==> config.mk <==
export PLATFORM = sky130hd
export DESIGN_NAME = apb_regbank_slave
export DESIGN_NICKNAME = d
export VERILOG_FILES = /design/src/rtl/apb_regbank_pkg.sv /design/src/rtl/apb_regbank_waitgen.sv /design/src/rtl/apb_regbank_slave.sv
export SDC_FILE = /design/constraint.sdc
export NUM_CORES = 1
export LEC_CHECK = 0
export CORE_MARGIN = 5
export CORE_UTILIZATION = 50
export CTS_BUF_LIST = sky130_fd_sc_hd__clkbuf_8
export CTS_CLUSTER_SIZE = 24
export DETAILED_ROUTE_END_ITERATION = 12
export PLACE_DENSITY = 0.73
export SYNTH_ARGS = -nofsm -noshare
export SYNTH_HDL_FRONTEND = slang
export SYNTH_SLANG_ARGS = --single-unit
==> constraint.sdc <==
create_clock -name b_pclk -period 5.5 [get_ports b_pclk]
set_clock_uncertainty 0.05 [all_clocks]
set_input_delay 1.375 -clock b_pclk [delete_from_list [all_inputs] [get_ports b_pclk]]
set_output_delay 1.375 -clock b_pclk [all_outputs]
set_load 0.01 [all_outputs]
==> src/rtl/apb_regbank_pkg.sv <==
// Shared constants, register map and FSM encoding for the b-side APB register bank.
package apb_regbank_pkg;

  localparam int REG_WD      = 32;
  localparam int REG_STRB_WD = REG_WD / 8;

  localparam logic [3:0] REG_CTRL  = 4'd0;
  localparam logic [3:0] REG_XFER  = 4'd1;
  localparam logic [3:0] REG_ERR   = 4'd2;
  localparam logic [3:0] REG_SCR0  = 4'd3;

  localparam int WAIT_LSB    = 0;
  localparam int WAIT_MSB    = 3;
  localparam int WAIT_WD     = WAIT_MSB - WAIT_LSB + 1;
  localparam int PRIV_EN_BIT = 8;

  localparam int ERR_CNT_WD  = 16;
  localparam int NUM_SCRATCH = 13;

  typedef enum logic {IDLE, ACCESS} state_e;

  // Byte-lane merge: lanes with a set strobe take the new data.
  function automatic logic [REG_WD-1:0] apply_strb(input logic [REG_WD-1:0]      old_w,
                                                   input logic [REG_WD-1:0]      new_w,
                                                   input logic [REG_STRB_WD-1:0] strb);
    logic [REG_WD-1:0] res;
    res = old_w;
    for (int i = 0; i < REG_STRB_WD; i++) begin
      if (strb[i]) res[i*8 +: 8] = new_w[i*8 +: 8];
    end
    return res;
  endfunction

endpackage

==> src/rtl/apb_regbank_waitgen.sv <==
// APB transfer FSM with programmable wait-state counter; produces the completion strobe.
module apb_regbank_waitgen
  import apb_regbank_pkg::*;
(
  input  logic               b_pclk,
  input  logic               b_prst_n,
  input  logic               psel,
  input  logic               penable,
  input  logic [WAIT_WD-1:0] wait_cfg,
  output logic               pready
);

  state_e             state, state_nxt;
  logic [WAIT_WD-1:0] wcnt, wcnt_nxt;

  always_ff @(posedge b_pclk or negedge b_prst_n) begin
    if (!b_prst_n) begin
      state <= IDLE;
      wcnt  <= '0;
    end else begin
      state <= state_nxt;
      wcnt  <= wcnt_nxt;
    end
  end

  always_comb begin
    state_nxt = state;
    wcnt_nxt  = wcnt;
    pready    = 1'b0;
    case (state)
      IDLE: begin
        // Wait count is latched at setup so a CTRL.WAIT change never affects an in-flight transfer.
        if (psel && !penable) begin
          state_nxt = ACCESS;
          wcnt_nxt  = wait_cfg;
        end
      end
      ACCESS: begin
        if (!psel) begin
          state_nxt = IDLE;
        end else if (penable) begin
          if (wcnt != '0) begin
            wcnt_nxt = wcnt - 1'b1;
          end else begin
            pready    = 1'b1;
            state_nxt = IDLE;
          end
        end
      end
      default: state_nxt = IDLE;
    endcase
  end

endmodule

==> src/rtl/apb_regbank_slave.sv <==
// b-side APB slave: address decode, byte-strobed 16-word register map, transfer/error counters.
module apb_regbank_slave
  import apb_regbank_pkg::*;
#(
  parameter int ADDR_WD = 32,
  parameter int DATA_WD = 32,
  parameter int STRB_WD = 4,
  parameter int PROT_WD = 3
) (
  input  logic               b_pclk,
  input  logic               b_prst_n,
  input  logic               b_psel,
  input  logic               b_penable,
  input  logic               b_pwrite,
  input  logic [ADDR_WD-1:0] b_paddr,
  input  logic [DATA_WD-1:0] b_pwdata,
  input  logic [PROT_WD-1:0] b_pprot,
  input  logic [STRB_WD-1:0] b_pstrb,
  output logic [DATA_WD-1:0] b_prdata,
  output logic               b_pready,
  output logic               b_pslverr
);

  logic [WAIT_WD-1:0]    ctrl_wait;
  logic                  priv_en;
  logic [DATA_WD-1:0]    xfer_cnt;
  logic [ERR_CNT_WD-1:0] err_cnt;
  logic [DATA_WD-1:0]    scratch [NUM_SCRATCH];

  logic [3:0]         idx;
  logic [3:0]         sidx;
  logic               unaligned;
  logic               err;
  logic [DATA_WD-1:0] rd_word;
  logic [DATA_WD-1:0] wr_word;
  logic               unused_bits;

  assign unused_bits = ^{b_paddr[ADDR_WD-1:6], b_pprot[PROT_WD-1:1]};

  apb_regbank_waitgen u_waitgen (
    .b_pclk   (b_pclk),
    .b_prst_n (b_prst_n),
    .psel     (b_psel),
    .penable  (b_penable),
    .wait_cfg (ctrl_wait),
    .pready   (b_pready)
  );

  assign idx       = b_paddr[5:2];
  assign sidx      = idx - REG_SCR0;
  assign unaligned = |b_paddr[1:0];
  assign err       = unaligned ||
                     (b_pwrite && (idx == REG_XFER || idx == REG_ERR)) ||
                     (b_pwrite && priv_en && !b_pprot[0]);

  always_comb begin
    rd_word = '0;
    case (idx)
      REG_CTRL: begin
        rd_word[WAIT_MSB:WAIT_LSB] = ctrl_wait;
        rd_word[PRIV_EN_BIT]       = priv_en;
      end
      REG_XFER: rd_word = xfer_cnt;
      REG_ERR:  rd_word[ERR_CNT_WD-1:0] = err_cnt;
      default:  rd_word = scratch[sidx];
    endcase
  end

  // rd_word doubles as the old value for the strobe merge on writable registers.
  assign wr_word   = apply_strb(rd_word, b_pwdata, b_pstrb);
  assign b_prdata  = (b_pready && !b_pwrite && !unaligned) ? rd_word : '0;
  assign b_pslverr = b_pready && err;

  always_ff @(posedge b_pclk or negedge b_prst_n) begin
    if (!b_prst_n) begin
      ctrl_wait <= '0;
      priv_en   <= 1'b0;
      xfer_cnt  <= '0;
      err_cnt   <= '0;
      for (int i = 0; i < NUM_SCRATCH; i++) scratch[i] <= '0;
    end else if (b_pready) begin
      xfer_cnt <= xfer_cnt + 32'd1;
      if (err) begin
        if (err_cnt != '1) err_cnt <= err_cnt + 1'b1;
      end else if (b_pwrite) begin
        if (idx == REG_CTRL) begin
          ctrl_wait <= wr_word[WAIT_MSB:WAIT_LSB];
          priv_en   <= wr_word[PRIV_EN_BIT];
        end else if (idx >= REG_SCR0) begin
          scratch[sidx] <= wr_word;
        end
      end
    end
  end

endmodule

==> qor.csv, run 1 <==
stage;metric;value;unit
critical_path;FF-to-FF setup slack;2.45;ns
cts;CTS Hold Bufs;0;
finish;layout cells sized above 1;0.221;
die;initial core utilization;0.508;
global_route;vias in the first global route;17894;
pwr;total power;7280;uW
die;num ports;110;
routing;initial DRC count;1651;
sta;fmax;186;MHz
finish;number of nets in the layout;2356;
placed_design;RePlAce Congestion;0.825;
die;die width;222;um
sta;Setup-failing EPs final;0;
cts;Root Driver;clkbuf_8;
sta;setup_tns;0;ns
synth;cell taking the most area after synthesis;dfrtp_1;
pwr;clock network power share;0.407;
synth;count leader, synth;dfrtp_1;
routing;Vias;17373;
sta;RSZ-0062 raised after global routing;no;
pwr;Pint;5440;uW
synth;Synth Flop Type;dfrtp_1;
cts;CTS tree;built;
synth;Mapped Area;22600;um^2
hold_path;Hold Crit Class;flip-flop to flip-flop;
pwr;Logic pwr share;0.096;
pwr;Flop pwr share;0.497;
placed_design;DP HPWL;38.2;mm
critical_path;Worst Path Buf+Inv;5;
synth;yosys warns;0;
hold_path;hold path start;scratch[180];
routing;final wirelength;61.4;mm
synth;area share of the largest cell type after synthesis;0.526;
synth;Async SR Flop Fraction;1.00;
synth;top cells by area, synth;dfrtp_1, mux4_2, nand2_1;
hold_path;Worst Hold Endpoint;scratch[180];
critical_path;crit-path max cell delay;0.55;ns
critical_path;CP cell instances;clkdlybuf4s50_1 -> or4_4 -> a311oi_4 -> buf_4 -> buf_12 -> buf_12 -> a32oi_1 -> nand4_1 -> nand2_2 -> nor2_1 -> clkdlybuf4s15_1;
cts;CTS buffer count;75;
sta;Slew HR;0.370;
synth;EDFF count, synth;0;
sta;fin crit share;0.979;
die;CORE AREA;44400;um^2
global_route;initial antenna violation count;0;
synth;Yosys reg bits;474;
sta;Fin. Hold Viols;0;
synth;Syn Nets;2229;
synth;most frequent cells after synthesis;dfrtp_1, nand2_1, nor2_1, o21ai_1, a21oi_1;
critical_path;most frequent CP cell;buf_12;
critical_path;worst path arrival time;3.96;ns
synth;Cell variety after synth;64;
critical_path;reg2reg start;u_waitgen.wcnt[0];
sta;final slew viol count;0;
critical_path;r2r endpoint;scratch[195];
global_route;Overflow after GRT;0;
flow_run;Max-Cap Viols;0;
routing;Initial DRT Pass Iterations;5;
global_route;largest net degree at the start of global routing;139;
die;Core Rows;77;
routing;drt wl/cell;21.1;um
pwr;LEAKAGE;0.0118;uW
finish;ANT cells;0;
cts;CTS H-tree lvls;3;
synth;Syn Inst Count;2143;
critical_path;slowest cell on the critical path;or4_4;
global_route;first-pass GRT wire length;97.9;mm
routing;DRC;0;
critical_path;critical-path maximum fanout;11;
critical_path;Worst Path Required;4.07;ns
pwr;largest vdd supply drop;0.195;mV
cts;Clk pin slew, worst setup/hold paths;0.06;ns
pwr;net switching power;1840;uW
cts;clock sink count;474;
status;status;complete, no violations;
global_route;Global Route Usage Sum;0.247;
synth;syn_area_per_cell;10.5;um^2
critical_path;crit path kind;input pin to output pin;
critical_path;Reg2Reg Depth;10;
finish;Layout area overhead;16.3;%
sta;Worst-Margin Slew;0.944;ns
critical_path;Crit path max-delay family;buffers and inverters;
critical_path;CP Launch Type;input pin;
cts;clk_lat worst skew;0.65;ns
cts;Max clock buf depth;3;
die;die area;49500;um^2
routing;Vias/cell;5.96;
hold_path;hold path cells;2;
pwr;P per Cell Area;278;nW/um^2
synth;Seq/Total Area, Yosys;0.526;
routing;ANT nets after route;0;
die;Die Ht;222;um
critical_path;CP Capture Type;output pin;
pwr;Sw Ratio;0.253;
placed_design;# port buffers;81;
sta;crit path time final;5.38;ns
==> registers in the layout, summed over array words and instances, names as in the netlist <==
register,count
scratch,416
u_waitgen.state,1
err_cnt,16
ctrl_wait,4
u_waitgen.wcnt,4
priv_en,1
xfer_cnt,32
==> cell type report <==
| cell class | count | area, um^2 |
|---|---|---|
| well taps | 592 | 741 |
| inverters | 11 | 41.3 |
| clock buffers | 96 | 1320 |
| fillers | 3472 | 18200 |
| repair buffers | 253 | 2350 |
| clock inverters | 34 | 163 |
| multi-input cells | 1455 | 9740 |
| flip-flops and latches | 474 | 11900 |
==> power by group through the flow <==
stage | Combinational, uW | Clock [uW] | Sequential (uW)
after detailed placement | 666 | 0 | 3680
after global routing | 757 | 3180 | 3620
after CTS | 686 | 3020 | 3620
final | 698 | 2970 | 3620
after floorplan | 384 | 0 | 3660
after global placement | 647 | 0 | 3670
==> cells by family after synthesis <==
| logic type | count (synthesis) | share of synthesized area |
|---|---|---|
| AND/OR/NAND/NOR | 683 | 0.130 |
| adder cells (fa/ha/maj) | 10 | 0.00555 |
| buffers and inverters | 214 | 0.0482 |
| AO/OA/AOI/OAI | 618 | 0.176 |
| flip-flops | 474 | 0.526 |
| multiplexers | 99 | 0.0973 |
| XOR/XNOR | 45 | 0.0175 |
==> worst max path at each step <==
stage	startpoint	end	slack [ns]	depth (start not counted)
after floorplan	b_paddr[2]	b_prdata[15]	0.48	10
after global placement	b_paddr[3]	b_prdata[10]	-0.30	10
after detailed placement	b_paddr[3]	b_prdata[7]	-0.29	10
after CTS	b_paddr[3]	b_prdata[7]	-0.02	11
after global routing	b_paddr[4]	b_prdata[31]	0.08	11
final	b_paddr[4]	b_prdata[13]	0.12	11
==> what timing repair did <==
action,in CTS,in global routing
gates resized for setup,60,38
setup buffers,16,1
pin swaps,23,17
endpoints found under the setup margin,32,30
gates cloned,2,1
==> cells in the final DEF, fill, tap and decap left out, types with 35 or more instances in the layout <==
cell and instances:
xnor2_1 35, a31oi_1 36, dfrtp_1 474, nand3_1 37
nor2_1 258, nand2_1 282, buf_4 143, o21ai_1 177
inv_1 38, mux4_2 96, clkdlybuf4s50_1 46, clkbuf_8 96
a21oi_1 168, o21ai_0 65
==> metrics by stage <==
stage / setup WS [ns] / hold slack [ns] / instance area, um^2 / cells / util
floorplan: 0.476 / 0.395 / 22600 / 2143 / -
global placement: -0.298 / 0.405 / 24500 / 2765 / 0.551
detailed placement: -0.290 / 0.410 / 24500 / 2765 / 0.551
CTS: -0.0175 / 0.423 / 26200 / 2913 / 0.590
global route: 0.0759 / 0.449 / 26200 / 2915 / 0.590
finish: 0.115 / 0.420 / 26200 / 2915 / 0.590
==> layer usage <==
metal  track usage  share of wire  vias to the layer above  wire length, um
met2         0.406           0.48                      668            29500
li1              -              -                     7883                -
met1         0.324           0.40                     8656            24700
met3        0.0544          0.083                      166             5070
met5             0              0                        -                0
met4        0.0943          0.034                        0             2080
==> worst min-delay path, stage by stage (launching register included) <==
cell and delay [ns]:
dfrtp_1 0.33, nand2_1 0.06, o21ai_2 0.05
Note: power is estimated with default switching activity, not from simulation.
==> inputs of run 2 (changes only) <==
==> constraint.sdc (replaced) <==
create_clock -name b_pclk -period 5.5 [get_ports b_pclk]
set_clock_uncertainty 0.05 [all_clocks]
set_input_delay 1.1 -clock b_pclk [delete_from_list [all_inputs] [get_ports b_pclk]]
set_output_delay 1.1 -clock b_pclk [all_outputs]
set_load 0.01 [all_outputs]
==> qor.csv, run 2 (synthesis gave the netlist of run 1 again) <==
stage;metric;value;unit;change
status;status;complete, no violations;;
routing;Initial DRT Pass Iterations;6;;+1
cts;setup bufs post-CTS;0;;-16
die;Core Rows;77;;unchanged
placed_design;RePlAce Congestion;0.837;;+1.5%
cts;Clk pin slew, worst setup/hold paths;0.06;ns;about the same
die;CORE AREA;44400;um^2;unchanged
global_route;vias in the first global route;16842;;-5.9%
die;die width;222;um;unchanged
global_route;Overflow after GRT;0;;unchanged
pwr;Logic pwr share;0.085;;-0.011
critical_path;CP Launch Type;input pin;;
global_route;first-pass GRT wire length;94.0;mm;-3.9%
routing;drt wl/cell;20.9;um;-1.0%
routing;Vias;17077;;-1.7%
placed_design;# port buffers;81;;unchanged
cts;cts repair resizes;0;;-100%
finish;max reg flops;416;;unchanged
cts;Root Driver;clkbuf_8;;
critical_path;critical-path maximum fanout;28;;+17
finish;number of nets in the layout;2262;;-4.0%
routing;ANT nets after route;0;;unchanged
routing;final wirelength;58.9;mm;-4.1%
critical_path;CP Capture Type;output pin;;
finish;ANT cells;0;;unchanged
pwr;net switching power;1830;uW;-0.72%
finish;layout cells sized above 1;0.177;;-0.0442
sta;hold_ws;0.316;ns;-0.104 ns
finish;Largest regs;scratch: 416 flops, xfer_cnt: 32 flops, err_cnt: 16 flops;;
sta;final slew viol count;0;;unchanged
sta;PnR worst setup slack;0.175;ns;+0.0598 ns
cts;CTS tree;built;;
pwr;P per Cell Area;290;nW/um^2;+4.3%
pwr;Sw Ratio;0.249;;-0.00421
sta;fin crit share;0.968;;-0.0109
die;die area;49500;um^2;unchanged
critical_path;crit path kind;input pin to output pin;;
cts;Max clock buf depth;3;;unchanged
pwr;Flop pwr share;0.492;;-0.005
flow_run;Max-Cap Viols;0;;unchanged
finish;Top reg by flops;scratch;;
placed_design;DP HPWL;36.4;mm;-4.6%
finish;number of fill cells;3597;;+3.6%
cts;CTS H-tree lvls;3;;unchanged
sta;RSZ-0062 raised after global routing;no;;
sta;crit path time final;5.33;ns;-0.0598 ns
critical_path;worst path arrival time;4.18;ns;+0.22 ns
pwr;clock network power share;0.422;;+0.015
cts;CTS buffer count;75;;unchanged
pwr;largest vdd supply drop;0.195;mV;+0.12%
critical_path;FF-to-FF setup slack;2.38;ns;-0.07 ns
routing;Vias/cell;6.05;;+1.5%
cts;clock sink count;474;;unchanged
pwr;Pint;5520;uW;+1.5%
sta;Fin. Hold Viols;0;;unchanged
global_route;initial antenna violation count;0;;unchanged
hold_path;Hold Crit Class;input pin to async pin;;
sta;Slew HR;0.332;;-0.0386
finish;Layout area overhead;12.6;%;
sta;setup_tns;0;ns;unchanged
critical_path;reg2reg start;u_waitgen.wcnt[0];;
die;num ports;110;;unchanged
routing;initial DRC count;1681;;+1.8%
routing;DRC;0;;unchanged
critical_path;Reg2Reg Depth;10;;unchanged
cts;clk_lat worst skew;0.62;ns;-0.03 ns
finish;commonest non-fill, non-tap cell in the layout;dfrtp_1;;
sta;Setup-failing EPs final;0;;unchanged
finish;final core occ;0.572;;-0.0187
finish;commonest cells after routing, fill and taps aside;dfrtp_1, nand2_1, nor2_1, o21ai_1, a21oi_1;;
cts;CTS Hold Bufs;0;;unchanged
global_route;Global Route Usage Sum;0.237;;-0.00981
critical_path;Worst Path Required;4.35;ns;+0.28 ns
pwr;LEAKAGE;0.0111;uW;-5.3%
critical_path;r2r endpoint;scratch[202];;
sta;Worst-Margin Slew;1.00;ns;+0.0579 ns
sta;fmax;188;MHz;+1.1%
global_route;largest net degree at the start of global routing;162;;+17%
die;Die Ht;222;um;unchanged
placed_design;Place WS;0.163;ns;+0.452 ns
die;initial core utilization;0.508;;unchanged
==> run 2: changes by cell type in the layout (fill, tap and decap cells not counted), moves of 7 or more <==
| cell | delta |
|---|---|
| buf_12 | -8 |
| clkbuf_2 | -10 |
| clkdlybuf4s50_1 | +33 |
| buf_4 | -76 |
| buf_6 | -7 |
| dlygate4sd2_1 | -15 |
==> run 2: power groups by stage <==
stage          logic (uW)  clock network, uW  registers [uW]
2_1_floorplan         384                  0            3660
3_3_place_gp          600                  0            3670
5_1_grt               682               3340            3630
3_5_place_dp          618                  0            3680
4_1_cts               619               3160            3620
6_report              627               3110            3620
==> run 2: critical path, cell delays in order <==
cell and delay [ns]:
clkdlybuf4s50_1 0.43, ha_1 0.21, or4_4 0.49, a311oi_4 0.34
buf_12 0.26, a32oi_1 0.08, a31oi_1 0.35, a21oi_1 0.15
nor2_1 0.18, clkdlybuf4s50_1 0.56
==> run 2: area by class of cell <==
cell class / instances / area, um^2 / area share
sequential: 474 / 11900 / 0.467
multi-input combinational: 1455 / 9640 / 0.380
timing repair buffer: 159 / 1540 / 0.0607
clock buffer: 91 / 1250 / 0.0493
tap: 592 / 741 / 0.0292
clock inverter: 41 / 318 / 0.0125
inverter: 11 / 41.3 / 0.00163
==> run 2: worst max path at each step <==
stage | slack, ns | to | startpoint
floorplan | 1.03 | b_prdata[15] | b_paddr[2]
global placement | 0.18 | b_prdata[12] | b_paddr[3]
detailed placement | 0.16 | b_prdata[12] | b_paddr[3]
CTS | 0.16 | b_prdata[12] | b_paddr[3]
global route | 0.07 | b_prdata[6] | b_paddr[3]
finish | 0.17 | b_prdata[31] | b_paddr[3]
==> run 2: routing by layer <==
metal  up-vias  routed length (um)  GRT usage  part of all wire
met4         0                1730     0.0828             0.029
li1       7690                   -          -                 -
met1      8497               24400      0.323              0.41
met3       145                5020     0.0585             0.085
met5         -                   0          0                 0
met2       745               27700      0.375              0.47
==> run 2: through the flow <==
| stage | area (um^2) | total power, uW | std cells |
|---|---|---|---|
| floorplan | 22600 | 4050 | 2143 |
| global placement | 23800 | 4270 | 2689 |
| detailed placement | 23800 | 4300 | 2689 |
| CTS | 25400 | 7400 | 2821 |
| global route | 25400 | 7650 | 2823 |
| finish | 25400 | 7350 | 2823 |
==> inputs of run 3 (changes only) <==
--- a/config.mk
+++ b/config.mk
@@ -5,12 +5,15 @@
 export SDC_FILE = /design/constraint.sdc
 export NUM_CORES = 1
 export LEC_CHECK = 0
+export CELL_PAD_IN_SITES_DETAIL_PLACEMENT = 1
+export CELL_PAD_IN_SITES_GLOBAL_PLACEMENT = 1
 export CORE_MARGIN = 5
 export CORE_UTILIZATION = 50
 export CTS_BUF_LIST = sky130_fd_sc_hd__clkbuf_8
+export CTS_CLUSTER_DIAMETER = 120
 export CTS_CLUSTER_SIZE = 24
 export DETAILED_ROUTE_END_ITERATION = 12
-export PLACE_DENSITY = 0.73
+export PLACE_DENSITY = 0.87
 export SYNTH_ARGS = -nofsm -noshare
 export SYNTH_HDL_FRONTEND = slang
 export SYNTH_SLANG_ARGS = --single-unit
==> qor.csv, run 3 (synthesis gave the netlist of run 1 again) <==
stage;metric;value;unit;change
placed_design;DP HPWL;43.9;mm;+20%
sta;final slew viol count;0;;unchanged
finish;number of fill cells;4794;;+33%
cts;CTS Hold Bufs;0;;unchanged
pwr;Flop pwr share;0.634;;+0.142
cts;clk_lat worst skew;0.64;ns;+0.02 ns
routing;final wirelength;67.8;mm;+15%
critical_path;Worst Path Required;4.35;ns;about the same
sta;hold_ws;0.413;ns;+0.0970 ns
cts;cts repair resizes;0;;unchanged
sta;crit path time final;5.41;ns;+0.0852 ns
finish;final core occ;0.545;;-0.0267
global_route;Global Route Usage Sum;0.270;;+0.0326
critical_path;worst path arrival time;4.26;ns;+0.08 ns
sta;PnR worst setup slack;0.0897;ns;-0.0852 ns
finish;Layout area overhead;7.32;%;
global_route;Overflow after GRT;0;;unchanged
cts;CTS tree;built;;
pwr;Logic pwr share;0.115;;+0.030
routing;top routing layer used;met4;;
placed_design;# port buffers;81;;unchanged
die;initial core utilization;0.508;;unchanged
routing;ANT nets after route;0;;unchanged
sta;Slew HR;0.284;;-0.0478
sta;fin crit share;0.984;;+0.0155
global_route;first-pass GRT wire length;107;mm;+14%
routing;Initial DRT Pass Iterations;6;;unchanged
die;die width;222;um;unchanged
die;Core Rows;77;;unchanged
die;die area;49500;um^2;unchanged
pwr;clock network power share;0.251;;-0.171
pwr;P per Cell Area;236;nW/um^2;-19%
finish;Largest regs;scratch: 416 flops, xfer_cnt: 32 flops, err_cnt: 16 flops;;
global_route;vias in the first global route;19052;;+13%
cts;clock sink count;474;;unchanged
critical_path;crit path kind;input pin to output pin;;
die;Die Ht;222;um;unchanged
sta;RSZ-0062 raised after global routing;no;;
global_route;initial antenna violation count;1;;+1
finish;layout cells sized above 1;0.148;;-0.0286
routing;DRC;0;;unchanged
critical_path;critical-path maximum fanout;34;;+21%
routing;Vias/cell;6.46;;+6.8%
routing;met2 WL post-DR;33.8;mm;+22%
finish;max reg flops;416;;unchanged
pwr;Sw Ratio;0.269;;+0.0202
flow_run;Max-Cap Viols;0;;unchanged
cts;Max clock buf depth;3;;unchanged
cts;Clk pin slew, worst setup/hold paths;0.14;ns;+0.08 ns
cts;CTS buffer count;23;;-69%
routing;initial DRC count;1714;;+2.0%
sta;Setup-failing EPs final;0;;unchanged
hold_path;Hold Crit Class;input pin to async pin;;
status;status;complete, no violations;;
cts;CTS H-tree lvls;1;;-2
placed_design;Place WS;0.161;ns;-0.00115 ns
cts;setup bufs post-CTS;0;;unchanged
critical_path;CP Launch Type;input pin;;
die;CORE AREA;44400;um^2;unchanged
cts;Root Driver;clkbuf_8;;
sta;Fin. Hold Viols;0;;unchanged
finish;commonest non-fill, non-tap cell in the layout;dfrtp_1;;
finish;register area;11900;um^2;unchanged
routing;Vias;17593;;+3.0%
finish;number of nets in the layout;2216;;-2.0%
placed_design;RePlAce Congestion;0.818;;-2.2%
critical_path;CP Capture Type;output pin;;
pwr;net switching power;1530;uW;-16%
sta;Worst-Margin Slew;1.07;ns;+0.0717 ns
global_route;largest net degree at the start of global routing;143;;-12%
pwr;largest vdd supply drop;0.159;mV;-19%
finish;area of the multi-input gates;9650;um^2;+0.13%
finish;commonest cells after routing, fill and taps aside;dfrtp_1, nand2_1, nor2_1, o21ai_1, a21oi_1;;
die;num ports;110;;unchanged
finish;Top reg by flops;scratch;;
routing;WL met3;4.72;mm;-6.1%
sta;setup_tns;0;ns;unchanged
pwr;Pint;4170;uW;-25%
routing;drt wl/cell;24.9;um;+19%
routing;Metal-1 WL;27.3;mm;+12%
sta;fmax;185;MHz;-1.6%
pwr;LEAKAGE;0.0104;uW;-6.2%
==> run 3: cell count changes in the layout (fill, tap and decap cells not counted), sizes merged <==
cell      change
buf           +6
clkinvlp      -3
diode         +1
clkbuf       -68
inv          -24
bufinv        -5
clkinv        -8
==> run 3: power groups by stage <==
stage,combinational (uW),sequential [uW],clock (uW)
floorplan,384,3660,0
global placement,616,3670,0
detailed placement,647,3680,0
CTS,651,3620,1450
global route,709,3630,1570
finish,654,3620,1430
==> run 3: layout make-up <==
class                           instances  share of cell area
Inverter                               11             0.00171
Timing Repair Buffer                  165              0.0655
Clock buffer                           23              0.0131
Antenna cell                            1            0.000103
Tap cell                              592              0.0306
Sequential cell                       474               0.490
Multi-Input combinational cell       1455               0.399
Clock inverter                          1            0.000362
==> run 3: worst paths after layout <==
check / end / slack (ns) / startpoint / cells after the start
worst max-delay path: b_prdata[10] / 0.09 / b_paddr[3] / 11
worst min-delay path: scratch[342] / 0.41 / b_prst_n / 1
worst max register to register: scratch[303] / 2.18 / u_waitgen.wcnt[0] / 10
worst min register to register: scratch[83] / 0.44 / scratch[83] / 2
max in group asynchronous: scratch[199] / 3.76 / b_prst_n / 2
min in group b_pclk: scratch[83] / 0.44 / scratch[83] / 2
==> run 3: through the flow <==
step / area [um^2] / total power [uW] / instances
after global routing: 24200 / 5900 / 2722
after global placement: 23900 / 4290 / 2697
after floorplan: 22600 / 4050 / 2143
final: 24200 / 5700 / 2722
after CTS: 24200 / 5720 / 2721
after detailed placement: 23900 / 4330 / 2697
==> run 3: per-layer routing <==
metal / GRT usage / vias to the layer above
li1: - / 7525
met1: 0.357 / 9227
met2: 0.458 / 664
met3: 0.0442 / 177
met4: 0.0883 / 0
met5: 0 / -
==> run 3: critical path, cell delays in order <==
cell	delay, ns
clkdlybuf4s50_1	0.50
buf_4	0.18
inv_1	0.11
ha_4	0.35
buf_12	0.27
buf_4	0.23
mux4_2	0.32
o21ai_0	0.12
nand4_1	0.26
nor3b_1	0.25
clkdlybuf4s50_1	0.55
==> variant 1 (flow settings as in run 1) <==
Make the reset (`b_prst_n`) synchronous in 2 clocked blocks.
--- a/src/rtl/apb_regbank_waitgen.sv
+++ b/src/rtl/apb_regbank_waitgen.sv
@@ -13,7 +13,7 @@
   state_e             state, state_nxt;
   logic [WAIT_WD-1:0] wcnt, wcnt_nxt;
 
-  always_ff @(posedge b_pclk or negedge b_prst_n) begin
+  always_ff @(posedge b_pclk) begin
     if (!b_prst_n) begin
       state <= IDLE;
       wcnt  <= '0;
--- a/src/rtl/apb_regbank_slave.sv
+++ b/src/rtl/apb_regbank_slave.sv
@@ -71,7 +71,7 @@
   assign b_prdata  = (b_pready && !b_pwrite && !unaligned) ? rd_word : '0;
   assign b_pslverr = b_pready && err;
 
-  always_ff @(posedge b_pclk or negedge b_prst_n) begin
+  always_ff @(posedge b_pclk) begin
     if (!b_prst_n) begin
       ctrl_wait <= '0;
       priv_en   <= 1'b0;
Formal check against the unedited RTL: not equivalent (Yosys sat finds a counterexample within 4 cycles, from zero or initial values and one cycle with b_prst_n low; the reset may be asserted at any time).
==> variant 1 against run 1 <==
Wire length increased by 23%; setup slack got worse by 75 ps; power increased by 29%; critical path type unchanged; maximum frequency decreased by 1.4%; design area increased by 18%; area after synthesis increased by 17%; global-route usage increased by 1.4 points; sequential cell count increased by 96.
==> variant 1: results (changes against run 1) <==
drtAntennaViolNets: 0  # unchanged
ys.flop_type: "edfxtp_1"  # was dfrtp_1
top_regs: "scratch: 512 flops, xfer_cnt: 32 flops, err_cnt: 16 flops"  # was scratch: 416 flops, xfer_cnt: 32 flops, err_cnt: 16 flops
worstMarginPinSlew_ps: 1070  # was 944 ps
grt_use_met2_pct: 43.3  # was 40.6%
yosys-top-cells-count: "512 x edfxtp_1, 282 x nor2_1, 231 x nor3_1"  # was 474 x dfrtp_1, 284 x nand2_1, 259 x nor2_1
ys_seq_area_share_pct: 62.9  # was 52.6%
stdcell_count: 2899  # was 2915
setup_slack_ps: 39.6  # was 115 ps
hpwlAfterDp_mm: 44.8  # was 38.2 mm
async_flop_share_pct: 0  # was 100%
drt-met1-wl_mm: 26.5  # was 24.7 mm
ys.warnings.count: 0  # unchanged
netlist-cell-type-count: 63  # was 64
grt_max_degree: 53  # was 139
peakVddDrop_mv: 0.156  # was 0.195 mV
netSwitchingFraction_pct: 25.9  # was 25.3%
status: "complete, no violations"  # unchanged
clk_latency_ps: 680  # was 650 ps
antenna_found_initial: 1  # was 0
reg2reg_slack_ps: 2180  # was 2450 ps
grt_pass1_wl_mm: 113  # was 97.9 mm
port_buffers: 81  # unchanged
fill_cells: 3939  # was 3472
worst_ep_arrival_time_ps: 4040  # was 3960 ps
avgRoutedWirePerCell_um: 26.0  # was 21.1 µm
hold_class: "reg2reg"  # unchanged
gp_congestion: 0.908  # was 0.825
synth_nets: 2020  # was 2229
cts_max_level: 3  # unchanged
wl_met3_mm: 8.72  # was 5.07 mm
first_iter_violations: 2341  # was 1651
fin_nets: 2221  # was 2356
via_per_inst: 6.29  # was 5.96
dp.cells: 2724  # was 2765
cts_buffers: 90  # was 75
met1_usage_pct: 34.6  # was 32.4%
synthTopCellsByArea: "edfxtp_1 58%, mux4_2 11%, dfxtp_1 4.4%"  # was dfrtp_1 53%, mux4_2 9.6%, nand2_1 4.7%
post-place-ws_ps: -463  # was -290 ps
total_leakage_power_uw: 0.0113  # was 0.0118 µW
drive_gt1_share_pct: 24.1  # was 22.1%
synth_edf_count: 512  # was 0
met3_usage_pct: 4.80  # was 5.44%
grt_pass1_vias: 18400  # was 17900
wl_met2_mm: 37.4  # was 29.5 mm
grt.total_usage_pct: 26.1  # was 24.7%
syn-mean-instance-area_um2: 13.6  # was 10.5 µm²
-- variant 1: cell count changes after synthesis, moves of 58 or more --
| cell | before | now |
|---|---|---|
| edfxtp_1 | 0 | 512 |
| nand2_1 | 284 | 110 |
| dfxtp_1 | 0 | 58 |
| mux2i_1 | 2 | 60 |
| o21ai_1 | 178 | 0 |
| nor3_1 | 3 | 231 |
| a21oi_1 | 169 | 35 |
| dfrtp_1 | 474 | 0 |
-- variant 1: worst paths after layout --
check | start | endpoint | cells after the start
setup / recovery | b_paddr[3] | b_prdata[14] | 12
setup reg to reg | u_waitgen.state | scratch[15][28] | 6
hold / removal | u_waitgen.wcnt[1] | u_waitgen.wcnt[1] | 2
hold reg to reg | u_waitgen.wcnt[1] | u_waitgen.wcnt[1] | 2
-- variant 1: cell families after synthesis --
logic type | count (synthesis) | synth area share (%)
AO/OA/AOI/OAI | 136 | 4.32
XOR/XNOR | 43 | 1.56
adder cells (fa/ha/maj) | 9 | 0.428
buffers and inverters | 201 | 3.67
flip-flops | 570 | 62.9
multiplexers | 185 | 13.0
AND/OR/NAND/NOR | 791 | 14.1
-- variant 1: critical path, stage by stage --
cell	delay (ps)
clkdlybuf4s15_2	230
ha_1	280
buf_4	190
xnor2_4	200
buf_4	190
clkbuf_16	180
mux4_2	180
nand2_1	90
a31oi_4	250
nand2_1	80
a21oi_1	210
clkdlybuf4s50_1	580
-- variant 1: cell type report --
cell class / count / share of cell area [%]
antenna: 1 / 0.00810
clock buffer: 93 / 4.14
clock inverter: 73 / 1.09
inverter: 34 / 0.413
multi-input combinational: 1164 / 29.3
sequential: 570 / 53.5
tap: 688 / 2.79
timing repair buffer: 276 / 8.74
-- variant 1: per-stage QoR --
| step | cell area, µm² | total power, µW | hold WS (ps) | TNS [ps] |
|---|---|---|---|---|
| 6_report | 30900 | 9400 | 439 | 0 |
| 5_1_grt | 30900 | 9710 | 473 | -93.6 |
| 4_1_cts | 30700 | 9380 | 435 | -2.95 |
| 3_5_place_dp | 29000 | 6120 | 427 | -9540 |
| 3_3_place_gp | 29000 | 6090 | 424 | -8740 |
| 2_1_floorplan | 26300 | 5650 | 408 | 0 |
-- variant 1: repair_timing --
| action | 4_1_cts | 5_1_grt |
|---|---|---|
| cloned | 0 | 1 |
| setup endpoints to repair | 32 | 23 |
| pin swaps | 1 | 1 |
| setup buffers | 2 | 5 |
| gates resized for setup | 14 | 22 |
-- variant 1: power groups by stage --
| stage | combinational [µW] | sequential (µW) | clock [µW] |
|---|---|---|---|
| CTS | 1190 | 4860 | 3330 |
| global placement | 1150 | 4940 | 0 |
| finish | 1240 | 4860 | 3300 |
| floorplan | 711 | 4940 | 0 |
| detailed placement | 1170 | 4950 | 0 |
| global route | 1300 | 4860 | 3540 |
==> variant 2 (flow settings as in run 1) <==
Without the edit above. Change the package constant `WAIT_MSB` from 3 to 5.
--- a/src/rtl/apb_regbank_pkg.sv
+++ b/src/rtl/apb_regbank_pkg.sv
@@ -10,7 +10,7 @@
   localparam logic [3:0] REG_SCR0  = 4'd3;
 
   localparam int WAIT_LSB    = 0;
-  localparam int WAIT_MSB    = 3;
+  localparam int WAIT_MSB    = 5;
   localparam int WAIT_WD     = WAIT_MSB - WAIT_LSB + 1;
   localparam int PRIV_EN_BIT = 8;
 
Check against the original RTL: not settled (the Yosys comparison gave no result); the edit may change what the design does.
==> variant 2 against run 1 <==
Power down 1.1%; global-route usage rose by 2.5 points; sequential share of layout area grew 0.26 points; wire length is 10% higher; area after synthesis decreased by 0.52%; sequential cell count is 4 higher; sequential power about the same; combinational power fell by 11%; setup slack lost 15 ps; design area increased by 0.27%; critical endpoint is now b_prdata[29]; largest cell class unchanged; largest power group unchanged.
==> variant 2: results (changes against run 1) <==
status: "complete, no violations"  # unchanged
drt-pass1-iter-count: 7  # was 5
gp_congestion: 0.878  # was 0.825
synth_nets: 2264  # was 2229
p_sw_uw: 1840  # about the same
clock_power_share_pct: 41.1  # was 40.7%
dp.cells: 2811  # was 2765
via_per_inst: 6.32  # was 5.96
hpwlAfterDp_mm: 42.7  # was 38.2 mm
hold_end: "xfer_cnt[31]"  # was scratch[180]
yosys-top-cells-count: "479 x nor2_1, 478 x dfrtp_1, 285 x a21oi_1"  # was 474 x dfrtp_1, 284 x nand2_1, 259 x nor2_1
dpl_cell_area_um2: 24700  # was 24500 µm²
critPathSlowestCell: "clkdlybuf4s50_1"  # was or4_4
grt_pass1_vias: 18800  # was 17900
grt_pass1_wl_mm: 106  # was 97.9 mm
total_leakage_power_uw: 0.0123  # was 0.0118 µW
post-place-ws_ps: -374  # was -290 ps
r2r_start: "u_waitgen.wcnt[3]"  # was u_waitgen.wcnt[0]
grt.total_usage_pct: 27.1  # was 24.7%
worstSetupEndpoint: "b_prdata[29]"  # was b_prdata[13]
r2r-end: "scratch[74]"  # was scratch[195]
crit_fanout: 4  # was 11
cp-startpoint: "b_paddr[3]"  # was b_paddr[4]
netlist-cell-type-count: 61  # was 64
r2r_cells: 9  # was 10
postCtsSetupRepairBufs: 3  # was 16
stdcell_count: 2943  # was 2915
==> variant 2: cell families (layout without fill, tap and decap cells) <==
group	Yosys count	count (layout)	synth area share [%]
adder cells (fa/ha/maj)	10	10	0.558
flip-flops	478	478	53.3
buffers and inverters	219	391	4.68
other	0	1	0
AND/OR/NAND/NOR	720	720	13.6
multiplexers	98	98	9.73
XOR/XNOR	45	45	1.76
AO/OA/AOI/OAI	608	608	16.4
==> variant 2: final cells by class <==
type,instances,area (µm²)
fill,3629,18000
antenna,1,2.50
timing repair buffer,254,2560
clock inverter,36,201
tap,592,741
inverter,10,37.5
multi-input combinational,1481,9540
sequential,478,12000
clock buffer,91,1250
==> variant 2: metal layers <==
layer  track usage (%)  wire (µm)  up-vias
met5                 0          0        -
met4              10.8       2550        0
met3              6.58       6900      202
met2              44.1      32800     1020
met1              35.5      25500     9346
li1                  -          -     8040
